[config.mk]
export PLATFORM = sky130hd
export DESIGN_NAME = cache_manage_unit
export DESIGN_NICKNAME = d
export VERILOG_FILES = /design/src/rtl/cache_pkg.sv /design/src/rtl/cache_manage_unit.sv
export SDC_FILE = /design/constraint.sdc
export NUM_CORES = 1
export LEC_CHECK = 0
export ABC_AREA = 1
export BUFFER_PORTS_ARGS = -buffer_cell sky130_fd_sc_hd__clkbuf_2
export CAP_MARGIN = 20
export CORE_AREA = 2 2 128 130
export CTS_CLUSTER_SIZE = 40
export DETAILED_ROUTE_END_ITERATION = 6
export DIE_AREA = 0 0 130 132
export PLACE_DENSITY = 0.49
export SKIP_LAST_GASP = 1
export SYNTH_ARGS = -nofsm -noshare
export SYNTH_HDL_FRONTEND = slang
export SYNTH_SLANG_ARGS = --single-unit
[constraint.sdc]
create_clock -name clk -period 2.4 [get_ports clk]
set_clock_uncertainty 0.2 [all_clocks]
set_input_delay 0.6 -clock clk [delete_from_list [all_inputs] [get_ports clk]]
set_output_delay 0.6 -clock clk [all_outputs]
set_load 0.02 [all_outputs]
[src/rtl/cache_pkg.sv]
// Shared definitions for the data-cache sequencing controller:
// address field widths, controller states and access width codes.
package cache_pkg;

    localparam int ADDR_BITS       = 32;
    localparam int TAG_BITS        = 23;
    localparam int SET_INDEX_WIDTH = 5;
    localparam int LINE_WORDS      = 4;
    localparam int WORD_BITS       = 2;

    typedef enum logic [1:0] {
        S_IDLE = 2'd0,
        S_BACK = 2'd1,
        S_FILL = 2'd2,
        S_WAIT = 2'd3
    } state_e;

    // RV32I funct3 width/sign codes
    typedef enum logic [2:0] {
        UBHW_B  = 3'b000,
        UBHW_H  = 3'b001,
        UBHW_W  = 3'b010,
        UBHW_BU = 3'b100,
        UBHW_HU = 3'b101
    } ubhw_e;

    // Word-aligned byte address of one word inside a line
    function automatic logic [ADDR_BITS-1:0] line_addr(
        input logic [TAG_BITS-1:0]        tag,
        input logic [SET_INDEX_WIDTH-1:0] idx,
        input logic [WORD_BITS-1:0]       word
    );
        return {tag, idx, word, 2'b00};
    endfunction

endpackage

[src/rtl/cache_manage_unit.sv]
// Sequencing controller for the 2-way write-back data cache:
// serves hits in-cycle, writes back dirty victims, refills lines.
module cache_manage_unit
    import cache_pkg::*;
(
    input  logic                 clk,
    input  logic                 rst,
    input  logic                 req_en,
    input  logic                 req_wen,
    input  logic [ADDR_BITS-1:0] req_addr,
    input  logic [31:0]          req_data,
    input  logic [2:0]           req_ubhw,
    output logic [31:0]          req_rdata,
    output logic                 stall,
    output logic [ADDR_BITS-1:0] cache_addr,
    output logic                 cache_load,
    output logic                 cache_store,
    output logic                 cache_replace,
    output logic                 cache_invalid,
    output logic [2:0]           cache_ubhw,
    output logic [31:0]          cache_din,
    input  logic                 cache_hit,
    input  logic [31:0]          cache_dout,
    input  logic                 cache_valid,
    input  logic                 cache_dirty,
    input  logic [TAG_BITS-1:0]  cache_tag,
    output logic                 mem_cs,
    output logic                 mem_we,
    output logic [ADDR_BITS-1:0] mem_addr,
    output logic [31:0]          mem_wdata,
    input  logic [31:0]          mem_rdata,
    input  logic                 mem_ack
);

    state_e                      state_q, state_d;
    logic [WORD_BITS-1:0]        word_cnt_q, word_cnt_d;
    logic [TAG_BITS-1:0]         victim_tag_q, victim_tag_d;

    logic [TAG_BITS-1:0]         req_tag;
    logic [SET_INDEX_WIDTH-1:0]  req_idx;
    logic                        last_word;

    assign req_tag   = req_addr[ADDR_BITS-1 -: TAG_BITS];
    assign req_idx   = req_addr[ADDR_BITS-TAG_BITS-1 -: SET_INDEX_WIDTH];
    assign last_word = &word_cnt_q;

    assign stall     = req_en & ~((state_q == S_IDLE) & cache_hit);
    assign req_rdata = cache_dout;
    assign mem_addr  = {cache_addr[ADDR_BITS-1:2], 2'b00};
    assign mem_wdata = cache_dout;

    // Next-state, word counter and all cache/memory strobes
    always_comb begin
        state_d       = state_q;
        word_cnt_d    = word_cnt_q;
        victim_tag_d  = victim_tag_q;
        cache_addr    = req_addr;
        cache_ubhw    = req_ubhw;
        cache_din     = req_data;
        cache_load    = 1'b0;
        cache_store   = 1'b0;
        cache_replace = 1'b0;
        cache_invalid = 1'b0;
        mem_cs        = 1'b0;
        mem_we        = 1'b0;

        unique case (state_q)
            S_IDLE: begin
                if (req_en) begin
                    if (cache_hit) begin
                        cache_load  = ~req_wen;
                        cache_store = req_wen;
                    end else begin
                        victim_tag_d = cache_tag;
                        word_cnt_d   = '0;
                        state_d      = (cache_valid & cache_dirty)
                                     ? S_BACK : S_FILL;
                    end
                end
            end
            S_BACK: begin
                cache_addr = line_addr(victim_tag_q, req_idx, word_cnt_q);
                cache_ubhw = UBHW_W;
                mem_cs     = 1'b1;
                mem_we     = 1'b1;
                if (mem_ack) begin
                    word_cnt_d = word_cnt_q + 2'd1;
                    if (last_word) begin
                        state_d = S_FILL;
                    end
                end
            end
            S_FILL: begin
                cache_addr = line_addr(req_tag, req_idx, word_cnt_q);
                cache_ubhw = UBHW_W;
                cache_din  = mem_rdata;
                mem_cs     = 1'b1;
                if (mem_ack) begin
                    cache_replace = 1'b1;
                    word_cnt_d    = word_cnt_q + 2'd1;
                    if (last_word) begin
                        state_d = S_WAIT;
                    end
                end
            end
            S_WAIT: begin
                state_d = S_IDLE;
            end
        endcase

        // A reset mid-refill kills the partial line at the in-flight address
        if (rst) begin
            cache_load    = 1'b0;
            cache_store   = 1'b0;
            cache_replace = 1'b0;
            cache_invalid = (state_q == S_FILL);
        end
    end

    // State, word counter and victim tag registers
    always_ff @(posedge clk) begin
        if (rst) begin
            state_q      <= S_IDLE;
            word_cnt_q   <= '0;
            victim_tag_q <= '0;
        end else begin
            state_q      <= state_d;
            word_cnt_q   <= word_cnt_d;
            victim_tag_q <= victim_tag_d;
        end
    end

endmodule
## Word level (Yosys, flattened, before mapping)

Index checks and enable logic that the tools add are counted.

- Register bits: 27
- Input bits: 162
- Output and inout port bits: 170
- Word-level logic and storage cells: 56

- Add/sub/neg operators: 1
- Equal/unequal tests: 10
- Muxes and demuxes: 29
- Bitwise logic cells: 6
- Reduce and logical (&&, ||, !) cells: 7

Operators by type and width:

| operator | count |
|---|---|
| $pmux 32 s2 | 1 |
| $mux 32 | 1 |
| $mux 2 | 10 |
| $mux 1 | 14 |
| $ne 2x2->1 const B | 6 |
| $pmux 2 s4 | 1 |
| $reduce_and 6->1 | 1 |
| $eq 2x2->1 const B | 2 |
| $pmux 2 s2 | 1 |
| $reduce_and 4->1 | 1 |
| $and 1x1->1 | 3 |
| $mux 3 | 1 |
| $not 1->1 | 3 |
| $reduce_and 3->1 | 1 |
| $add 2x1->2 const B | 1 |
| $eq 2x1->1 const B | 1 |
| $logic_not 2->1 | 1 |
| $ne 2x1->1 const B | 1 |
| $reduce_and 2->1 | 1 |
| $reduce_bool 2->1 | 1 |
| $reduce_or 2->1 | 1 |

## Logic depth before layout (Yosys ltp)

Gate-level depths: netlist (run 1).

- Depth in word-level cells: 5
- Gate-level depth with buffers: 8
- Gate-level depth less buffers: 7

## Worst setup path after synthesis (run 1)

No wires, ideal clock.

- Path kind: register to output
- Start: register state_q[1]
- End: output port mem_addr[10]
- Data arrival time: 1984 ps
- Data required time: 1600 ps
- Path slack: -384 ps
- Cell stages (with the launch flop): 7
- Buffers on the path: 2
- Cells stage by stage: dfxtp_1 > inv_1 > ha_1 > nand2_1 > clkbuf_1 > o21ai_0 > buf_4

- Longest elaborated chain between the ends: 2
- Elaborated cells on any way between the ends: 3
- Classes of those cells: 2 x eq/ne; 1 x mux

RTL lines:

| item | RTL line | text |
|---|---|---|
| start, declared | cache_manage_unit.sv:35 | `state_e state_q, state_d;` |
| start signal, assigned | cache_manage_unit.sv:127 | `state_q <= state_d;` |
| $eq 2x2->1 or $eq 2x1->1 (tied branches) | cache_manage_unit.sv:67 | `unique case (state_q)` |
| $pmux 32 s2 (*) | cache_manage_unit.sv:67 |  |
| end, declared | cache_manage_unit.sv:29 | `output logic [ADDR_BITS-1:0] mem_addr,` |

Every way passes the cells marked *; elsewhere a longest branch is shown, timed or not.

## Worst setup path after layout (run 1)

- Start: register state_q[0]
- End: output port mem_addr[2]

Same word-level chain as after synthesis.

==> metrics, run 1 <==
CP max stage delay about 330 ps; worst path cell trace inv_2 -> buf_6 -> ha_4 -> buf_12 -> or2_4 -> nand3_2 -> nand2_2 -> buf_8; R2R Path End state_q[0]; status finished, violations left; Worst Reg-to-Reg Cells 10; Port Buffers around 220; Worst Setup EP mem_addr[2]; Core ar. roughly 16,000 sq um; Post-synth top cells 117 x nand2_1, 101 x buf_4, 54 x o21ai_0; Clock Path Buffers 2; Max-slew headroom 0.640; GRT Overall Usage 0.142; die width between 100 and 150 um; worst hold slack about 310 ps; vias between 3k and 4k; clk sink count 27; CP arrival 1640 ps; Post-synth ARST share 0; Slew Limit Fails 0; Final Power 6570 uW; Seq pwr share 0.088; Die Area 17,200 sq um; DR iter-0 viols approximately 70; internal power approximately 3300 uW; layout cells sized above 1 0.626; TritonCTS clock tree built; H-tree depth 1; mapped cell area around 2800 sq um; final net count roughly 730; # hold bufs at CTS 0; Reg clk slew, reported paths 70 ps; drt via density ~4; Area contributors post-synth buf_4 27%, dfxtp_1 20%, nand2_1 16%; most common cell in the netlist nand2_1; RD Place Congestion around 0.7; syn avg cell area 6.41 sq um; final setup margin -42.0 ps; Required @ worst endpoint around 1600 ps; Worst path slowest cell dfxtp_2; worst-skew pair later-pin latency ~260 ps; final hold violation count 0; Hold Crit Class reg -> reg; Gate Count Post-Synth 432; number of global-route vias before repair between 3k and 4k; Setup crit start kind flip-flop; final global-route overflow total 0; post-DP HPWL about 10000 um; DRC Markers 0; worst setup path class reg -> out; Setup WS pre-CTS between 90 and 100 ps; clock power share 0.059; worst r2r src state_q[0]; min cycle time layout about 2400 ps; Synth Register Bits 27; register area share after synthesis 0.195; Setup crit end kind primary output; row cnt 46; Synth top area share 0.274; Routed WL around 14,000 um; Max Cap Viol 0; PD cells about 1300 nW/um^2; RSZ-0062 raised after global routing true; cts bufs inserted 3; Final setup violation count 27; router iterations before antenna repair 4; setup slack, reg-to-reg approximately 520 ps; setup TNS -508 ps; DR WL/cell ~18 um; Fill cells 1,662; initial antenna violation count 4; switching part of the total 0.501; Post-synth EDFFs 0; Synth Flop Type dfxtp_1; Synth cell types 24; Die Ht around 130 um; pin count of the biggest net entering global routing 47; part of the cycle the worst path needs 1.02; first-pass GRT wire length between 15,000 and 20,000 um; Worst Max-Slew Pin Slew between 500 and 600 ps; switching power ~3300 uW; Routed Antenna Nets 0; largest area contributor in the netlist buf_4; maximum VDD drop around 0.63 mV; CTS Root Cell clkbuf_16; Fmax 410 MHz; I/O pins approximately 330; P_leak ~0.0023 uW; Critical Path Source state_q[0]; failing checks negative setup slack; Initial Util 0.176; yosys warns 0; Synth-to-Final Area Change 76.0%; logic gate share of total power 0.852; Core Util, Final 0.310; CP max FO 7
stage by stage:
step | instances | area, sq um
3_3_place_gp | 757 | 3610
2_1_floorplan | 433 | 3020
3_5_place_dp | 757 | 3610
6_report | 778 | 4870
4_1_cts | 772 | 4580
5_1_grt | 777 | 4870
worst min path at each step:
stage,slack [ps],endpoint,cells past startpoint,startpoint
2_1_floorplan,240,victim_tag_q[18],2,victim_tag_q[18]
5_1_grt,340,victim_tag_q[19],2,victim_tag_q[19]
3_3_place_gp,250,victim_tag_q[21],2,victim_tag_q[21]
6_report,310,victim_tag_q[21],2,victim_tag_q[21]
4_1_cts,290,victim_tag_q[21],2,victim_tag_q[21]
3_5_place_dp,250,victim_tag_q[21],2,victim_tag_q[21]
cell usage in the layout, fill, tap and decap left out, types with 3 or more instances in the layout:
master,n
a21oi_1,19
a21oi_2,7
buf_12,5
buf_16,7
buf_2,3
buf_4,21
buf_6,18
buf_8,18
clkbuf_16,5
clkbuf_2,147
clkbuf_4,6
clkbuf_8,19
dfxtp_1,25
ha_4,4
inv_1,33
inv_2,5
nand2_1,95
nand2_2,20
nand3_2,4
nor2_1,11
o21ai_0,8
o21ai_1,10
o21ai_2,14
o21ai_4,40
worst max-delay path: cells and delay by family (launching register included):
family	cells	cell delay [ps]
adder cells (fa/ha/maj)	1	200
AND/OR/NAND/NOR	3	380
flip-flops	1	330
buffers and inverters	4	460
repair_timing:
item / 4_1_cts / 5_1_grt
endpoints found under the setup margin: 82 / 67
gates resized for setup: 175 / 100
pin swaps: 6 / 3
gates cloned: 7 / 3
setup buffers: 4 / 2
cell type report:
type                       count  area [sq um]  share of cell area
antenna                        1          2.50            0.000513
clock buffer                   4          78.8              0.0162
inverter                      39           151              0.0311
multi-input combinational    245          1800               0.369
sequential                    27           543               0.111
tap                          216           270              0.0555
timing repair buffer         246          2030               0.417
sequential cells by signal (all words and copies together) (netlist names):
| signal | flops |
|---|---|
| victim_tag_q | 23 |
| state_q | 2 |
| word_cnt_q | 2 |
cell families (layout without fill, tap and decap cells):
kind of cell             count (synthesis)  count (layout)  synth area share
other                                    1               3           0.00135
buffers and inverters                  161             289             0.377
adder cells (fa/ha/maj)                  5               5            0.0226
flip-flops                              27              27             0.195
AO/OA/AOI/OAI                           99              99             0.200
AND/OR/NAND/NOR                        139             139             0.203
per-layer routing:
layer | vias up | global-route usage | share of wire | routed length [um]
li1 | 1517 | - | - | -
met3 | 22 | 0.0657 | 0.14 | 1880
met5 | - | 0 | 0.0025 | 35
met2 | 251 | 0.265 | 0.50 | 6920
met4 | 6 | 0.0251 | 0.016 | 225
met1 | 1337 | 0.145 | 0.34 | 4700
power groups by stage:
stage	clock [uW]	combinational [uW]	sequential (uW)
global placement	0	3600	582
detailed placement	0	3590	582
CTS	413	5030	580
floorplan	0	2850	578
finish	390	5600	581
global route	424	5940	590
No activity file was read; power rests on OpenSTA's default activity.
==> run 2, diff against run 1 <==
- ABC_AREA: 1 -> unset
- CORE_AREA: 2 2 128 130 -> 2 2 130 132
- DIE_AREA: 0 0 130 132 -> 0 0 132 134
- PLACE_DENSITY: 0.49 -> 0.47
- RECOVER_POWER: unset -> 25
==> run 2 against run 1 <==
The run still ends with negative setup slack left. Setup slack worse by 15 ps. Hold slack got worse by 56 ps. Routed wire length shrank 36%. Synthesized area fell by 5.6%. Non-clock buffer count is 8 lower. Critical path type unchanged.
==> metrics, run 2 <==
final hold violation count 0; GRT Overall Usage 0.0877; Die Area 17,700 sq um; multi-input logic area between 1000 and 1500 sq um; worst path cell trace buf_4 -> ha_2 -> nand2b_4 -> buf_12 -> a22o_2 -> buf_2; Core Util, Final 0.230; min cycle time layout 2460 ps; most common cell in the netlist buf_4; Hold Crit Class reg -> reg; DRC Markers 0; Final Non-Filler Cells roughly 670; CP max FO 23; CTS Root Cell clkbuf_16; CP arrival ~1700 ps; mapped cell area around 2600 sq um; Reg area around 540 sq um; TritonCTS clock tree built; status finished, violations left; first-pass GRT wire length approximately 12,000 um; layout cells sized above 1 0.701; cts bufs inserted 3; number of placed cells counting well taps 652; setup slack, reg-to-reg approximately 270 ps; Fmax 407 MHz; post-DP HPWL 6390 um; worst setup path class reg -> out; Post-synth top cells 101 x buf_4, 49 x nand2_1, 32 x mux2_2; initial antenna violation count 0; Top Registers victim_tag_q x23, state_q x2, word_cnt_q x2; Die Ht about 130 um; Final setup violation count 64; final net count between 600 and 700; I/O pins roughly 330; Setup crit end kind primary output; register area share after synthesis 0.207; Slew Limit Fails 0; P_leak around 0.0018 uW; vias between 2k and 3k; part of the cycle the worst path needs 1.02; Gate Count Post-Synth ~320; CP max stage delay about 320 ps; Area contributors post-synth buf_4 29%, dfxtp_1 21%, mux2_2 14%; Antenna diodes 0; max FFs per register 23; most used cells in the layout excluding fill and tap cells 171 x clkbuf_2, 49 x nand2_1, 31 x mux2_2; H-tree depth 1; row cnt 47; Synth top area share 0.290; Final Power approximately 4600 uW; largest area contributor in the netlist buf_4; drt via density 3.76; Synth cell types 30; R2R Path End state_q[0]; Required @ worst endpoint about 1600 ps; final setup margin -57.3 ps; worst r2r src state_q[1]; Initial Util 0.160; number of global-route vias before repair 2,359; Hold Crit Depth 2; final global-route overflow total 0; worst-skew pair later-pin latency 260 ps; die width roughly 130 um; Synth Register Bits 27; yosys warns 0; Post-synth EDFFs 0; Port Buffers ~220; DR iter-0 viols 45; Routed WL between 8000 and 9000 um; Reg clk slew, reported paths around 70 ps; Clock Path Buffers 2; Fill cells ~1.8k; Max Cap Viol 0; clk sink count 27; GR Util met2 0.159; Synth-to-Final Area Change 43.2%; RD Place Congestion slightly above 0.7; Worst Reg-to-Reg Cells 8; router iterations before antenna repair 4; maximum VDD drop slightly above 0.4 mV; grt peak-use layer met2; critical hold path startpoint victim_tag_q[15]; # hold bufs at CTS 0; Core ar. 16,300 sq um; Synth Flop Type dfxtp_1; RSZ-0062 raised after global routing true; PD cells 1230 nW/um^2; commonest non-fill, non-tap cell in the layout clkbuf_2; Hold Path Sink victim_tag_q[15]; Post-synth ARST share 0; register with the most flip-flops victim_tag_q; worst hold slack between 200 and 300 ps; global routing met3 resource utilization 0.0287; Worst path slowest cell dfxtp_2; Setup crit start kind flip-flop; pin count of the biggest net entering global routing 28; setup TNS -2600 ps; DR WL/cell between 10 and 15 um; failing checks negative setup slack; Routed Antenna Nets 0; GR Layer Usage met1 0.0997; Critical Path Source state_q[1]; syn avg cell area ~8.1 sq um
## run 2: changes by cell type in the layout (fill, tap and decap cells not counted), sizes merged, moves of 8 or more
cell,change
o21ai,-72
nand2,-68
inv,-34
mux2,+32
a22o,+23
buf,-16
nor2b,+8
## run 2: worst max-delay path by stage
stage                                end  slack, ps  cells after the start
after global routing      cache_addr[20]       -110                      6
after detailed placement  cache_addr[27]        170                      6
after CTS                 cache_addr[27]        -50                      6
after floorplan             mem_addr[10]         -7                      7
after global placement    cache_addr[27]        150                      6
final                     cache_addr[10]        -60                      6
## run 2: critical path: cells and delay by family, from the launching register on
family                   cells  cell delay (ps)
buffers and inverters        3              450
flip-flops                   1              320
AO/OA/AOI/OAI                1              270
adder cells (fa/ha/maj)      1              180
AND/OR/NAND/NOR              1              150
## run 2: logic make-up (layout without fill, tap and decap cells)
kind of cell	after synthesis	count (layout)	synth area share
AOI/OAI and AO/OA	55	55	0.152
adders and majority gates	5	5	0.0239
buffers and inverters	125	247	0.332
DFF	27	27	0.207
muxes	35	35	0.149
other	1	2	0.00143
and+or+nand+nor	74	74	0.134
## run 2: layer usage
metal	wire length, um	share of wire	vias to the layer above
met5	0	0	-
met1	3710	0.42	1121
met3	713	0.080	38
met4	149	0.017	0
met2	4300	0.48	121
li1	-	-	1221
## run 2: repair_timing
| action | CTS | global route |
|---|---|---|
| endpoints found under the setup margin | 78 | 83 |
| cloned | 1 | 6 |
| setup buffers | 0 | 2 |
| resized for setup | 25 | 65 |
| pin swaps | 0 | 3 |
## run 2: layout make-up
class / count / share of cell area
multi-input combinational: 171 / 0.356
timing repair buffer: 238 / 0.398
inverter: 5 / 0.00568
clock buffer: 3 / 0.0201
sequential: 27 / 0.145
tap: 220 / 0.0735
clock inverter: 1 / 0.00201
## run 2: per-stage QoR
| stage | setup slack, ps | instance area (sq um) |
|---|---|---|
| floorplan | -6.88 | 2670 |
| global placement | 153 | 3310 |
| detailed placement | 174 | 3310 |
| CTS | -53.9 | 3510 |
| global route | -113 | 3740 |
| finish | -57.3 | 3740 |
## run 2: report_power, final
group	leakage [uW]	switching (uW)	internal [uW]	total, uW
combinational	0.00156	1970	1690	3670
clock	0.0000371	167	227	394
sequential	0.000221	41.9	513	555
total	0.00182	2180	2430	4610
==> run 3, diff against run 2 <==
- CAP_MARGIN: 20 -> unset
- clock period: 2.4 -> 2.6 ns (I/O delays scaled with it)
==> run 3 against run 2 <==
Via count is 2.6% lower. Largest cell class is now multi-input gates. The run now ends clean. Clock power is 5% lower. Final area is 8.6% lower. Non-clock buffer count is 12 lower. Global-route usage is 0.14 points lower. Register-to-register slack better by 290 ps. Setup slack better by 120 ps.
==> metrics, run 3 (synthesis gave the netlist of run 2 again) <==
final hold violation count 0; critical hold path startpoint victim_tag_q[2]; maximum VDD drop ~0.42 mV; Setup crit end kind primary output; initial antenna violation count 2; pin count of the biggest net entering global routing 35; Hold Crit Depth 2; Max-slew headroom 0.369; router iterations before antenna repair 3; number of global-route vias before repair roughly 2.3k; design area approximately 3400 sq um; Final setup violation count 0; Initial Util 0.160; Worst Max-Slew Pin Slew around 950 ps; internal power ~1900 uW; CTS Root Cell clkbuf_16; Port Buffers between 200 and 250; register with the most flip-flops victim_tag_q; Reg area 543 sq um; RSZ-0062 raised after global routing false; final net count around 600; R2R Path End victim_tag_q[12]; # hold bufs at CTS 0; Setup crit start kind flip-flop; setup slack, reg-to-reg roughly 560 ps; Reg clk slew, reported paths approximately 80 ps; H-tree depth 1; Routed Antenna Nets 0; CP arrival around 1700 ps; Seq pwr share 0.132; Fill cells approximately 1.8k; clk sink count 27; post-DP HPWL around 7000 um; TritonCTS clock tree built; worst setup path class reg -> out; part of the cycle the worst path needs 0.976; most used cells in the layout excluding fill and tap cells 213 x clkbuf_2, 49 x nand2_1, 32 x mux2_2; I/O pins approximately 330; final global-route overflow total 0; Slew Limit Fails 0; PD cells 1140 nW/um^2; CP max FO 11; DR iter-0 viols 45; Top Registers victim_tag_q x23, state_q x2, word_cnt_q x2; max FFs per register 23; DR WL/cell around 14 um; switching part of the total 0.505; cts bufs inserted 3; worst r2r src state_q[1]; P_leak 0.00168 uW; worst hold slack around 260 ps; Fmax ~390 MHz; Synth-to-Final Area Change 30.9%; GRT Overall Usage 0.0862; die width ~130 um; Routed WL 8850 um; Die Ht between 100 and 150 um; RD Place Congestion between 0.7 and 0.8; Hold Path Sink victim_tag_q[2]; min cycle time layout between 2000 and 3000 ps; worst-skew pair later-pin latency around 270 ps; multi-input logic area about 1300 sq um; Die Area 17,700 sq um; first-pass GRT wire length roughly 12,000 um; Max Cap Viol 0; Worst Reg-to-Reg Cells 6; layout cells sized above 1 0.684; vias between 2k and 2.5k; drt via density approximately 3.7; Required @ worst endpoint 1750 ps; Hold Crit Class reg -> reg; commonest non-fill, non-tap cell in the layout clkbuf_2; switching power just under 2000 uW; Core ar. around 16,000 sq um; logic gate share of total power 0.772; Clock Path Buffers 2; DRC Markers 0; placed cell areas between 3000 and 4000 sq um; clock power share 0.096; row cnt 47; status complete, no violations
[run 3: final cells by class]
| class | instances | area share |
|---|---|---|
| multi-input cells | 171 | 0.369 |
| repair buffers | 226 | 0.361 |
| flip-flops and latches | 27 | 0.159 |
| well taps | 220 | 0.0805 |
| clock buffers | 3 | 0.0219 |
| inverters | 5 | 0.00549 |
| clock inverters | 1 | 0.00219 |
| diodes | 1 | 0.000732 |
[run 3: metrics by stage]
step	power [uW]	setup WS, ps	util	cells	TNS, ps
2_1_floorplan	2830	-63.9	-	323	-128
3_3_place_gp	3310	207	0.199	647	0
3_5_place_dp	3310	219	0.199	647	0
4_1_cts	3720	8.72	0.204	651	0
5_1_grt	4120	11.5	0.210	653	0
6_report	3900	62.6	0.210	654	0
[run 3: power groups by stage]
stage / Sequential (uW) / Combinational [uW] / Clock, uW
6_report: 514 / 3010 / 376
5_1_grt: 522 / 3200 / 407
4_1_cts: 513 / 2810 / 397
3_5_place_dp: 518 / 2790 / 0
3_3_place_gp: 517 / 2790 / 0
2_1_floorplan: 507 / 2320 / 0
[run 3: critical path: stages, from the launching register on]
cell and delay (ps):
dfxtp_2 370, inv_2 60, ha_4 290, nand2b_4 90
clkbuf_16 180, a22o_2 270, buf_2 160
[run 3: repair_timing]
action,4_1_cts,5_1_grt
endpoints found under the setup margin,46,50
cloned,0,2
pin swaps,0,0
resized for setup,5,17
buffers inserted,0,0
[run 3: metal layers]
layer	track usage	routed length, um
met1	0.0975	3630
met4	0.0205	175
met3	0.0333	824
met5	0	0
met2	0.153	4220
[run 3: worst max-delay path by stage]
stage	startpoint	end	slack [ps]	cells after the start
6_report	state_q[1]	cache_addr[15]	60	6
2_1_floorplan	state_q[1]	mem_addr[2]	-60	6
3_3_place_gp	state_q[1]	cache_addr[10]	210	6
5_1_grt	state_q[1]	cache_addr[15]	10	6
3_5_place_dp	state_q[1]	cache_addr[10]	220	6
4_1_cts	state_q[1]	cache_addr[10]	9	6
